$ cat src/rtl/fifo_uart_tx.sv
// fifo_uart_tx: drains a registered-read byte FIFO one byte at a time and
// sends each byte as an 8N1 frame (start, 8 data bits LSB first, stop) on tx.
// It also keeps a wrapping 16-bit count of the frames it has completed.
module fifo_uart_tx #(
  parameter int CLKS_PER_BIT = 16
) (
  input  logic        clk,
  input  logic        rst,
  input  logic        tx_en,
  input  logic        fifo_empty,
  input  logic [7:0]  fifo_dout,
  output logic        fifo_read,
  output logic        tx,
  output logic        busy,
  output logic [15:0] frame_cnt
);

  localparam int CNT_W = (CLKS_PER_BIT > 1) ? $clog2(CLKS_PER_BIT) : 1;
  localparam logic [CNT_W-1:0] BAUD_LAST = CNT_W'(CLKS_PER_BIT - 1);

  typedef enum logic [2:0] {
    IDLE,
    READ,
    LATCH,
    START,
    DATA,
    STOP
  } state_t;

  state_t           state_q, state_d;
  logic [CNT_W-1:0] baud_q, baud_d;
  logic [2:0]       bit_idx_q, bit_idx_d;
  logic [7:0]       shreg_q, shreg_d;
  logic             tx_q, tx_d;
  logic             fifo_read_q, fifo_read_d;
  logic             busy_q, busy_d;
  logic [15:0]      frame_cnt_q, frame_cnt_d;
  logic             baud_end;

  assign baud_end = (baud_q == BAUD_LAST);

  // Next-state logic: a pop is only requested from IDLE with a non-empty FIFO,
  // the read data is captured two edges later, then each bit lasts CLKS_PER_BIT cycles.
  always_comb begin
    state_d     = state_q;
    baud_d      = baud_q;
    bit_idx_d   = bit_idx_q;
    shreg_d     = shreg_q;
    tx_d        = tx_q;
    fifo_read_d = 1'b0;
    frame_cnt_d = frame_cnt_q;

    case (state_q)
      IDLE: begin
        if (tx_en && !fifo_empty) begin
          state_d     = READ;
          fifo_read_d = 1'b1;
        end
      end
      READ: begin
        state_d = LATCH;
      end
      LATCH: begin
        shreg_d = fifo_dout;
        tx_d    = 1'b0;
        baud_d  = '0;
        state_d = START;
      end
      START: begin
        if (baud_end) begin
          baud_d    = '0;
          tx_d      = shreg_q[0];
          bit_idx_d = 3'd0;
          state_d   = DATA;
        end else begin
          baud_d = baud_q + 1'b1;
        end
      end
      DATA: begin
        if (baud_end) begin
          baud_d = '0;
          if (bit_idx_q != 3'd7) begin
            shreg_d   = {1'b0, shreg_q[7:1]};
            tx_d      = shreg_q[1];
            bit_idx_d = bit_idx_q + 3'd1;
          end else begin
            tx_d    = 1'b1;
            state_d = STOP;
          end
        end else begin
          baud_d = baud_q + 1'b1;
        end
      end
      STOP: begin
        if (baud_end) begin
          baud_d      = '0;
          frame_cnt_d = frame_cnt_q + 16'd1;
          state_d     = IDLE;
        end else begin
          baud_d = baud_q + 1'b1;
        end
      end
      default: begin
        state_d = IDLE;
      end
    endcase

    busy_d = (state_d != IDLE);
  end

  // State and registered outputs; reset abandons any frame in flight with tx high.
  always_ff @(posedge clk) begin
    if (rst) begin
      state_q     <= IDLE;
      baud_q      <= '0;
      bit_idx_q   <= 3'd0;
      shreg_q     <= 8'h00;
      tx_q        <= 1'b1;
      fifo_read_q <= 1'b0;
      busy_q      <= 1'b0;
      frame_cnt_q <= 16'h0000;
    end else begin
      state_q     <= state_d;
      baud_q      <= baud_d;
      bit_idx_q   <= bit_idx_d;
      shreg_q     <= shreg_d;
      tx_q        <= tx_d;
      fifo_read_q <= fifo_read_d;
      busy_q      <= busy_d;
      frame_cnt_q <= frame_cnt_d;
    end
  end

  assign fifo_read = fifo_read_q;
  assign tx        = tx_q;
  assign busy      = busy_q;
  assign frame_cnt = frame_cnt_q;

endmodule

$ cat config.mk
export PLATFORM = sky130hd
export DESIGN_NAME = fifo_uart_tx
export DESIGN_NICKNAME = d
export VERILOG_FILES = /design/src/rtl/fifo_uart_tx.sv
export SDC_FILE = /design/constraint.sdc
export NUM_CORES = 1
export LEC_CHECK = 0
export CAP_MARGIN = 0
export CORE_MARGIN = 2
export CORE_UTILIZATION = 49
export CTS_CLUSTER_DIAMETER = 40
export DETAILED_ROUTE_END_ITERATION = 6
export DONT_BUFFER_PORTS = 1
export PLACE_DENSITY = 0.75
export SYNTH_ARGS = -nofsm -noshare
export SYNTH_HDL_FRONTEND = slang
export SYNTH_SLANG_ARGS = --single-unit
$ cat constraint.sdc
create_clock -name clk -period 2.1 [get_ports clk]
set_input_delay 0.63 -clock clk [delete_from_list [all_inputs] [get_ports clk]]
set_output_delay 0.63 -clock clk [all_outputs]
set_load 0.02 [all_outputs]
==> summary.txt <==
Synth
  – XOR/XNOR share of the synthesized area: 0.0340
  – Seq/Total Area, Yosys: 0.411
  – Mux contribution to synthesized area: 0.0298
  – Simple-gate share of the synthesized area: 0.277
  – Post-Synth Adder-Cell Area: 0.0277
  – Compound-Gate Fraction of Synth Area: 0.173
  – Post-synth top area cell: dfxtp_1
  – Mapped Cells: about 220
  – Post-Syn Area: around 0.0018 sq mm
  – Main combinational cell family by area after synthesis: simple AND/OR/NAND/NOR gates
  – Netlist cell types: 45
  – Yosys top cell area share: 0.411
  – Largest cells by area after synthesis: dfxtp_1 (41%), nand2_1 (5.4%), nor2_1 (4.8%)
  – Post-Synthesis Mean Instance Area: around 8.4 sq um
  – Post-synthesis register bit count: 37
  – Synth warn: 0
  – Syn nets: between 200 and 250

Global routing
  – Largest net degree at the start of global routing: 38
  – GRT overflow: 0
  – First-pass GRT wire length: between 6000 and 7000 microns
  – Initial antenna violation count: 0
  – All-Layer GR Usage: 0.186
  – Vias in the first global route: about 1,400

Pwr
  – Pwr/cell area: 646 mW/mm^2
  – Max VDD drop: roughly 500 uV
  – Psw: just under 0.0003 W
  – Int Pwr: between 0.0009 and 0.001 W
  – Clock network power share: 0.366
  – Logic gate share of total power: 0.060
  – Reg power frac: 0.575
  – Leakage: 0.699 nW
  – Sw Share: 0.228

STA
  – FMAX: roughly 0.51 GHz
  – Layout Skew: 0.00271 ns
  – Rel. slew slack: 0.713
  – Hold Fails Final Rpt: 0
  – Unrepaired setup endpoints after global routing: false
  – Setup tns final: 0 ns
  – Fin crit share: 0.937
  – PnR worst setup slack: between 0.1 and 0.15 ns
  – Hold Slack: ~0.42 ns
  – Min cycle time layout: 1.97 ns
  – Pins Over Slew Limit: 0
  – Slew @ Worst Pin: 0.430 ns
  – Endpoints failing setup: 0

Layout
  – Layout overhead on the synthesized area: 10.4%
  – Multi-input logic area: around 980 sq um
  – Layout cells sized above 1: 0.134
  – FF/Latch Area: 741 sq um
  – Final-layout fill cell count: about 350
  – N_diodes: 0
  – Fin util: 0.552
  – Nets@finish: approximately 240

Detailed routing
  – Via density: roughly 5.6
  – Routed Antenna Nets: 0
  – DRC: 0
  – Drt total wl: between 3000 and 4000 microns
  – Avg WL per Cell: ~13 microns
  – Pre-antenna DRT Iters: 4
  – Initial DRC count: between 70 and 80
  – Vias: between 1,500 and 2,000

Placed design
  – Port Buf Inserts: 0
  – Dpl hpwl: ~2500 microns
  – Pre-CTS setup slack: 0.137 ns
  – GPL Wtd Cong: 0.789

Clock tree
  – Hold_buf cts: 0
  – Clock Pin Slew Worst Setup and Hold Paths: around 0.070 ns
  – H-tree levels: 2
  – Post-CTS setup buffers: 0
  – Resized Gates After CTS: 0
  – CTS tree: yes
  – Clk buf depth: 2
  – Later-pin clock latency in the skew report: 0.28 ns
  – Total CTS buffers: 5
  – CTS Root Cell: clkbuf_8
  – Sink Count: 37

Worst setup path
  – Crit path required time: between 2 and 2.5 ns
  – Crit path max fanout: 11
  – Startpoint types: register
  – Critical Path AT: ~2.2 ns
  – Crit Path Class: reg2reg
  – Crit. End Element: register

Die
  – Starting Density: 0.500
  – Die W: 64.7 microns
  – Die Ht: ~65 microns
  – Ports: 31
  – Number of core rows: 22
  – CORE AREA: between 0.003 and 0.004 sq mm
  – Die area: roughly 0.0042 sq mm

Run status
  – Status: finished clean

Flow run
  – Max-cap viol count: 0

Worst hold path
  – Hold Path Class: in2reg
## metal layers
metal	global-route usage	share of wire
met4	0.0771	0.021
met5	0	0
met2	0.316	0.47
met3	0.0625	0.055
met1	0.215	0.45
## state kept, by name, indices dropped and copies added (netlist names)
signal	count
baud_q	4
bit_idx_q	3
busy	1
fifo_read	1
frame_cnt	16
shreg_q	8
state_q	3
tx	1
## worst max-delay path: stages, from the launching register on
cell	delay, ns
dfxtp_1	0.39
ha_1	0.19
nand3_1	0.10
or4_4	0.59
or4_1	0.48
a21oi_1	0.14
## placed cells by master (no fill, tap or decap), drive strengths merged, types with 3 or more instances in the layout
master / Yosys / final
a21oi: 15 / 15
a22o: 3 / 3
a311oi: 7 / 7
a31oi: 4 / 4
buf: 7 / 16
clkbuf: 8 / 8
dfxtp: 37 / 37
ha: 4 / 4
inv: 4 / 4
mux2: 3 / 3
nand2: 26 / 26
nand2b: 4 / 4
nand3: 11 / 11
nor2: 23 / 23
nor2b: 3 / 3
nor3: 5 / 5
o21ai: 10 / 10
or3: 6 / 6
or4: 3 / 3
xnor2: 5 / 5
## cell type report
cell class / instances / share of cell area
multi-input cells: 159 / 0.490
flip-flops and latches: 37 / 0.372
repair buffers: 16 / 0.0603
clock buffers: 8 / 0.0402
well taps: 48 / 0.0302
inverters: 4 / 0.00754
## power by group through the flow
stage	sequential, W	clock [W]	combinational [W]
after floorplan	0.000752	0	0.0000709
after global placement	0.000756	0	0.0000741
final	0.000740	0.000471	0.0000766
after CTS	0.000740	0.000483	0.0000775
after detailed placement	0.000756	0	0.0000770
after global routing	0.000741	0.000507	0.0000874
## cells by family after synthesis
logic type	Yosys count
AO/OA/AOI/OAI	46
XOR/XNOR	7
adder cells (fa/ha/maj)	4
buffers and inverters	19
flip-flops	37
multiplexers	5
AND/OR/NAND/NOR	97
## final timing paths
check | startpoint | to | slack [ns] | depth (start not counted)
hold / removal | rst | shreg_q[7] | 0.42 | 1
setup / recovery | baud_q[0] | frame_cnt[15] | 0.13 | 5
setup reg to reg | baud_q[0] | frame_cnt[15] | 0.13 | 5
hold reg to reg | shreg_q[7] | shreg_q[7] | 0.47 | 2
## stage by stage
step | power, W | area [sq um] | instances
6_report | 0.00129 | 1990 | 272
5_1_grt | 0.00134 | 1990 | 272
4_1_cts | 0.00130 | 1990 | 272
3_5_place_dp | 0.000833 | 1910 | 264
3_3_place_gp | 0.000830 | 1910 | 264
2_1_floorplan | 0.000823 | 1800 | 215
## Yosys cell counts
| library cell | count |
|---|---|
| nor2_1 | 23 |
| nor4_1 | 2 |
| or2_2 | 1 |
| mux2i_1 | 2 |
| nand3b_1 | 2 |
| nand4b_1 | 2 |
| dfxtp_1 | 37 |
| clkbuf_1 | 8 |
| o21a_1 | 1 |
| mux2_2 | 3 |
| ha_1 | 4 |
| buf_2 | 4 |
| and4b_1 | 1 |
| a211oi_1 | 1 |
| xnor2_1 | 5 |
| a21oi_1 | 15 |
| nor2b_1 | 3 |
| o21ai_0 | 10 |
| xor2_1 | 2 |
| a31o_2 | 1 |
| or4_4 | 1 |
| nor3b_1 | 1 |
| nor4b_1 | 1 |
| and4_1 | 2 |
| or4_1 | 2 |
| nand3_2 | 1 |
| a31oi_1 | 4 |
| nor3_1 | 5 |
| o31ai_1 | 1 |
| a21boi_0 | 1 |
| a311oi_1 | 7 |
| or3b_2 | 1 |
| o41ai_4 | 1 |
| buf_4 | 1 |
| nand3_1 | 10 |
| buf_1 | 1 |
| nand2_1 | 26 |
| inv_1 | 4 |
| or3_1 | 6 |
| buf_6 | 1 |
| a22o_1 | 3 |
| nand4_1 | 2 |
| and3_1 | 1 |
| nand2b_1 | 4 |
| a21o_1 | 1 |
(Power assumes the default switching activity.)
